**config.mk**
```make
export PLATFORM = sky130hd
export DESIGN_NAME = alarm_ctrl
export DESIGN_NICKNAME = d
export VERILOG_FILES = /design/src/rtl/clock_pkg.sv /design/src/rtl/alarm_ctrl_tone_gen.sv /design/src/rtl/alarm_ctrl.sv
export SDC_FILE = /design/constraint.sdc
export NUM_CORES = 1
export LEC_CHECK = 0
export CORE_UTILIZATION = 35
export DETAILED_ROUTE_END_ITERATION = 10
export SLEW_MARGIN = 40
export SYNTH_ARGS = -nofsm -noshare
export SYNTH_HDL_FRONTEND = slang
export SYNTH_SLANG_ARGS = --single-unit
```
**constraint.sdc**
```tcl
create_clock -name clk -period 5.14 [get_ports clk]
set_input_delay 0.514 -clock clk [delete_from_list [all_inputs] [get_ports clk]]
set_output_delay 0.514 -clock clk [all_outputs]
set_load 0.02 [all_outputs]
```
**src/rtl/clock_pkg.sv**
```systemverilog
// Shared definitions for the clock/alarm blocks: time field limits and the
// alarm sequencer state encoding.
package clock_pkg;

    localparam int TW    = 6;
    localparam int CNT_W = 9;

    localparam logic [TW-1:0] MAX_SEC  = 6'd59;
    localparam logic [TW-1:0] MAX_MIN  = 6'd59;
    localparam logic [TW-1:0] MAX_HOUR = 6'd23;

    typedef enum logic [1:0] {
        ST_IDLE   = 2'd0,
        ST_ARMED  = 2'd1,
        ST_RING   = 2'd2,
        ST_SNOOZE = 2'd3
    } state_t;

    function automatic logic alarm_time_valid(input logic [TW-1:0] hour,
                                              input logic [TW-1:0] min);
        return (hour <= MAX_HOUR) && (min <= MAX_MIN);
    endfunction

endpackage

```
**src/rtl/alarm_ctrl_tone_gen.sv**
```systemverilog
// Half-period divider producing a square wave; held at zero while disabled so
// every enable window starts from a known phase.
module tone_gen #(
    parameter int HALF = 25000
) (
    input  logic clk,
    input  logic rst_n,
    input  logic en,
    output logic tone
);

    localparam int W = (HALF > 1) ? $clog2(HALF) : 1;

    logic [W-1:0] cnt;

    always_ff @(posedge clk or negedge rst_n) begin
        if (!rst_n) begin
            cnt  <= '0;
            tone <= 1'b0;
        end else if (!en) begin
            cnt  <= '0;
            tone <= 1'b0;
        end else if (cnt == W'(HALF - 1)) begin
            cnt  <= '0;
            tone <= ~tone;
        end else begin
            cnt <= cnt + 1'b1;
        end
    end

endmodule

```
**src/rtl/alarm_ctrl.sv**
```systemverilog
// Alarm sequencer: compares running time with the stored alarm, rings with a
// gated buzzer tone, supports snooze and auto-stop, drives the display DPs.
//   state     | meaning
//   ST_IDLE   | alarm disabled, outputs quiet
//   ST_ARMED  | waiting for hh:mm:00 to match the stored alarm
//   ST_RING   | buzzer active, beat toggles every second
//   ST_SNOOZE | silent, counting seconds until ringing resumes
module alarm_ctrl
    import clock_pkg::*;
#(
    parameter int CLK_HZ     = 50000000,
    parameter int TONE_HZ    = 1000,
    parameter int RING_SEC   = 60,
    parameter int SNOOZE_SEC = 300
) (
    input  logic          clk,
    input  logic          rst_n,
    input  logic [TW-1:0] i_sec,
    input  logic [TW-1:0] i_min,
    input  logic [TW-1:0] i_hour,
    input  logic          i_set_en,
    input  logic [TW-1:0] i_set_hour,
    input  logic [TW-1:0] i_set_min,
    input  logic          i_alarm_on,
    input  logic          i_stop,
    input  logic          i_snooze,
    output logic          o_buzz,
    output logic          o_ringing,
    output logic [5:0]    o_alarm_dp,
    output logic [TW-1:0] o_alm_hour,
    output logic [TW-1:0] o_alm_min
);

    localparam int               HALF     = CLK_HZ / (2 * TONE_HZ);
    localparam logic [CNT_W-1:0] RING_END = CNT_W'(RING_SEC - 1);
    localparam logic [CNT_W-1:0] SNZ_END  = CNT_W'(SNOOZE_SEC - 1);

    state_t           state, state_n;
    logic [TW-1:0]    sec_prev;
    logic [CNT_W-1:0] ring_cnt, ring_cnt_n;
    logic [CNT_W-1:0] snz_cnt, snz_cnt_n;
    logic             beat, beat_n;
    logic             tone;
    logic             sec_tick;
    logic             match;

    assign sec_tick = (i_sec != sec_prev);
    assign match    = sec_tick && (i_sec == '0) &&
                      (i_min == o_alm_min) && (i_hour == o_alm_hour);

    always_ff @(posedge clk or negedge rst_n) begin
        if (!rst_n) begin
            state      <= ST_IDLE;
            sec_prev   <= '0;
            ring_cnt   <= '0;
            snz_cnt    <= '0;
            beat       <= 1'b0;
            o_alm_hour <= '0;
            o_alm_min  <= '0;
        end else begin
            state    <= state_n;
            sec_prev <= i_sec;
            ring_cnt <= ring_cnt_n;
            snz_cnt  <= snz_cnt_n;
            beat     <= beat_n;
            if (i_set_en && alarm_time_valid(i_set_hour, i_set_min)) begin
                o_alm_hour <= i_set_hour;
                o_alm_min  <= i_set_min;
            end
        end
    end

    // Counters only advance below their end value, so they saturate by construction.
    always_comb begin
        state_n    = state;
        ring_cnt_n = ring_cnt;
        snz_cnt_n  = snz_cnt;
        beat_n     = beat;
        if (!i_alarm_on) begin
            state_n    = ST_IDLE;
            ring_cnt_n = '0;
            snz_cnt_n  = '0;
            beat_n     = 1'b0;
        end else begin
            unique case (state)
                ST_IDLE: state_n = ST_ARMED;
                ST_ARMED: begin
                    if (match) begin
                        state_n    = ST_RING;
                        ring_cnt_n = '0;
                        beat_n     = 1'b1;
                    end
                end
                ST_RING: begin
                    if (i_stop) begin
                        state_n = ST_ARMED;
                    end else if (i_snooze) begin
                        state_n   = ST_SNOOZE;
                        snz_cnt_n = '0;
                    end else if (sec_tick) begin
                        beat_n = ~beat;
                        if (ring_cnt >= RING_END) state_n = ST_ARMED;
                        else                      ring_cnt_n = ring_cnt + 1'b1;
                    end
                end
                ST_SNOOZE: begin
                    if (i_stop) begin
                        state_n = ST_ARMED;
                    end else if (sec_tick) begin
                        if (snz_cnt >= SNZ_END) begin
                            state_n    = ST_RING;
                            ring_cnt_n = '0;
                            beat_n     = 1'b1;
                        end else begin
                            snz_cnt_n = snz_cnt + 1'b1;
                        end
                    end
                end
                default: state_n = ST_IDLE;
            endcase
        end
    end

    tone_gen #(.HALF(HALF)) u_tone (
        .clk   (clk),
        .rst_n (rst_n),
        .en    (state == ST_RING),
        .tone  (tone)
    );

    // Buzz is also gated by state so a tone edge on the exit clock never leaks out.
    always_ff @(posedge clk or negedge rst_n) begin
        if (!rst_n) begin
            o_buzz     <= 1'b0;
            o_ringing  <= 1'b0;
            o_alarm_dp <= '0;
        end else begin
            o_buzz    <= tone & beat & (state == ST_RING);
            o_ringing <= (state == ST_RING);
            unique case (state)
                ST_ARMED, ST_SNOOZE: o_alarm_dp <= 6'b000001;
                ST_RING:             o_alarm_dp <= {6{beat}};
                default:             o_alarm_dp <= '0;
            endcase
        end
    end

endmodule
```
==> flow_summary.json <==
{
  "gp_congestion": 0.767,
  "synth_common_cells": "dfrtp_1 (59), nor2_1 (34), nand2_1 (29), xor2_1 (22), o21ai_0 (20)",
  "synth_seq_cells": 59,
  "finalNetCount": 395,
  "setup_viol": 0,
  "regToRegSetupSlack_ns": 2.63,
  "wirelength_mm": 6.27,
  "synthToLayoutAreaGrowth_pct": 27.6,
  "dieWidth_um": 94.2,
  "viasPerCell": 5.14,
  "post-cts-setup-buffers": 0,
  "dieArea_um2": 8870,
  "insertion_delay_ns": 0.34,
  "synth_most_common_cell": "dfrtp_1",
  "cts_root_buf": "clkbuf_8",
  "path_buf_inv": 0,
  "power_per_cell_area_nw_per_um2": 320,
  "path_cells": "ha_1 -> a2111oi_4 -> o2111a_1 -> a211oi_1 -> or4_1 -> or3b_1 -> nand2_1",
  "drc": 0,
  "cp_slowest_cell": "or4_1",
  "timing.fmax_mhz": 398,
  "track_usage": 0.154,
  "rows": 33,
  "synthFlopType": "dfrtp_1",
  "p_sw_w": 0.000360,
  "io_buffers": 55,
  "grt_setup_unrepaired": "no",
  "clkTransAtPathRegs_ns": 0.06,
  "postCtsHoldBufs": 0,
  "antenna_found_initial": 0,
  "tritoncts": "built",
  "netlist_area_um2": 2970,
  "syn_area_per_cell_um2": 9.98,
  "maxSlewViolCount": 0,
  "clock-sinks": 59,
  "grt_max_degree": 60,
  "synth_async_sr_flop_share": 1.00,
  "crit_path_max_fanout": 8,
  "cts_inserted_buffers": 9,
  "fin_crit_sh": 0.489,
  "synthTopCellsByArea": "dfrtp_1 (50%), xor2_1 (6.5%), nor2_1 (4.3%)",
  "worstPathRequired_ns": 5.42,
  "drive_gt1_frac": 0.0891,
  "grt-ovfl-total": 0,
  "firstDrtPassIters": 4,
  "synth-warning-count": 0,
  "synth-edff-count": 0,
  "path_depth": 7,
  "initial_core_util": 0.362,
  "cpPeakStageDelay_ns": 0.57,
  "whs_ns": 0.226,
  "synthCells": 298,
  "synth_top_cell_by_area": "dfrtp_1",
  "fp.coreArea_um2": 8220,
  "n_antenna_cell": 0,
  "hold_viol": 0,
  "drtIter0Drc": 104,
  "end_kind": "register",
  "hold_path_class": "in -> async",
  "reg2regPathDepth": 7,
  "synth_cell_type_count": 44,
  "drv_cap": 0,
  "leakagePower_nw": 1.58,
  "post_drt_wl_per_cell_um": 13.5,
  "run_status": "finished clean",
  "io_pins": 56,
  "grt_pass1_wl_mm": 10.6,
  "die_h_um": 94.2,
  "worstPathArrival_ns": 2.79,
  "synth_nets": 337,
  "cts_buffer_depth": 2,
  "worstMarginPinSlew_ns": 0.605,
  "via_count": 2387,
  "pwr-share-clk": 0.330,
  "max-slew-margin-rel": 0.596,
  "p_sw_frac": 0.297,
  "fin_skew_ns": 0.00778,
  "intPower_w": 0.000852,
  "period_minus_slack_ns": 2.51,
  "cp_top_family": "simple AND/OR/NAND/NOR gates",
  "yosysSeqAreaShare": 0.497,
  "cts_max_level": 3,
  "vdd_drop_max_v": 0.000147,
  "dp_hpwl_mm": 4.46,
  "grt_pass1_vias": 2183,
  "seqPwrFrac": 0.448,
  "cp-start-kind": "register",
  "critical_path_class": "reg -> reg",
  "combPwrFrac": 0.222,
  "final_antenna_net_count": 0,
  "cts_resized": 0,
  "final_util": 0.462,
  "setup-tns-final_ns": 0,
  "synth_top_area_frac": 0.497
}
==> registers in the layout, indices dropped and copies added (netlist names) <==
name         flops
ring_cnt         9
u_tone.cnt      15
snz_cnt          9
state            2
o_alarm_dp       2
u_tone.tone      1
o_ringing        1
o_alm_hour       6
sec_prev         6
beat             1
o_alm_min        6
o_buzz           1
==> routing by layer <==
| metal | vias up | GRT usage | part of all wire |
|---|---|---|---|
| li1 | 1174 | - | - |
| met1 | 1148 | 0.212 | 0.48 |
| met2 | 53 | 0.223 | 0.46 |
| met3 | 12 | 0.0396 | 0.045 |
| met4 | 0 | 0.0769 | 0.020 |
| met5 | - | 0 | 0 |
==> cell families after synthesis <==
group                    count (synthesis)  share of synthesized area
AND/OR/NAND/NOR                        126                      0.207
multiplexers                             9                     0.0341
XOR/XNOR                                32                     0.0943
buffers and inverters                   16                     0.0261
adder cells (fa/ha/maj)                  3                     0.0126
AO/OA/AOI/OAI                           53                      0.129
flip-flops                              59                      0.497
==> cell type report <==
class / count / area [um^2]
repair buffers: 57 / 562
clock inverters: 3 / 40.0
well taps: 105 / 131
inverters: 6 / 22.5
fillers: 785 / 4420
multi-input cells: 223 / 1420
clock buffers: 11 / 141
flip-flops and latches: 59 / 1480
==> through the flow <==
stage          instances  cell area [um^2]  worst slack [ns]  power, W
2_1_floorplan        298              2970              2.85  0.000698
3_3_place_gp         449              3600              2.36  0.000818
3_5_place_dp         449              3600              2.32  0.000822
4_1_cts              463              3780              2.62   0.00123
5_1_grt              464              3790              2.50   0.00129
6_report             464              3790              2.63   0.00121
==> worst paths after layout <==
kind                          startpoint       endpoint
max                           snz_cnt[0]     snz_cnt[4]
min reg2reg                u_tone.cnt[0]  u_tone.cnt[0]
max reg2reg                   snz_cnt[0]     snz_cnt[4]
min                                rst_n     snz_cnt[4]
max in group asynchronous          rst_n      o_ringing
min in group clk           u_tone.cnt[0]  u_tone.cnt[0]
==> power groups by stage <==
stage	logic [W]	clock network, W	registers [W]
after floorplan	0.000134	0	0.000564
after global placement	0.000267	0	0.000552
after detailed placement	0.000270	0	0.000552
after CTS	0.000271	0.000416	0.000543
after global routing	0.000298	0.000439	0.000549
final	0.000269	0.000400	0.000543
==> placed cells by master, fill, tap and decap left out, drive strengths merged, types with 9 or more instances in the layout <==
cell type       n
mux2            9
dfrtp          59
clkbuf         12
xnor2          10
nor2           34
o21ai          20
nand3          18
xor2           22
and3           14
nand2          30
clkdlybuf4s50  54
Power figures use the tool's default switching activity.
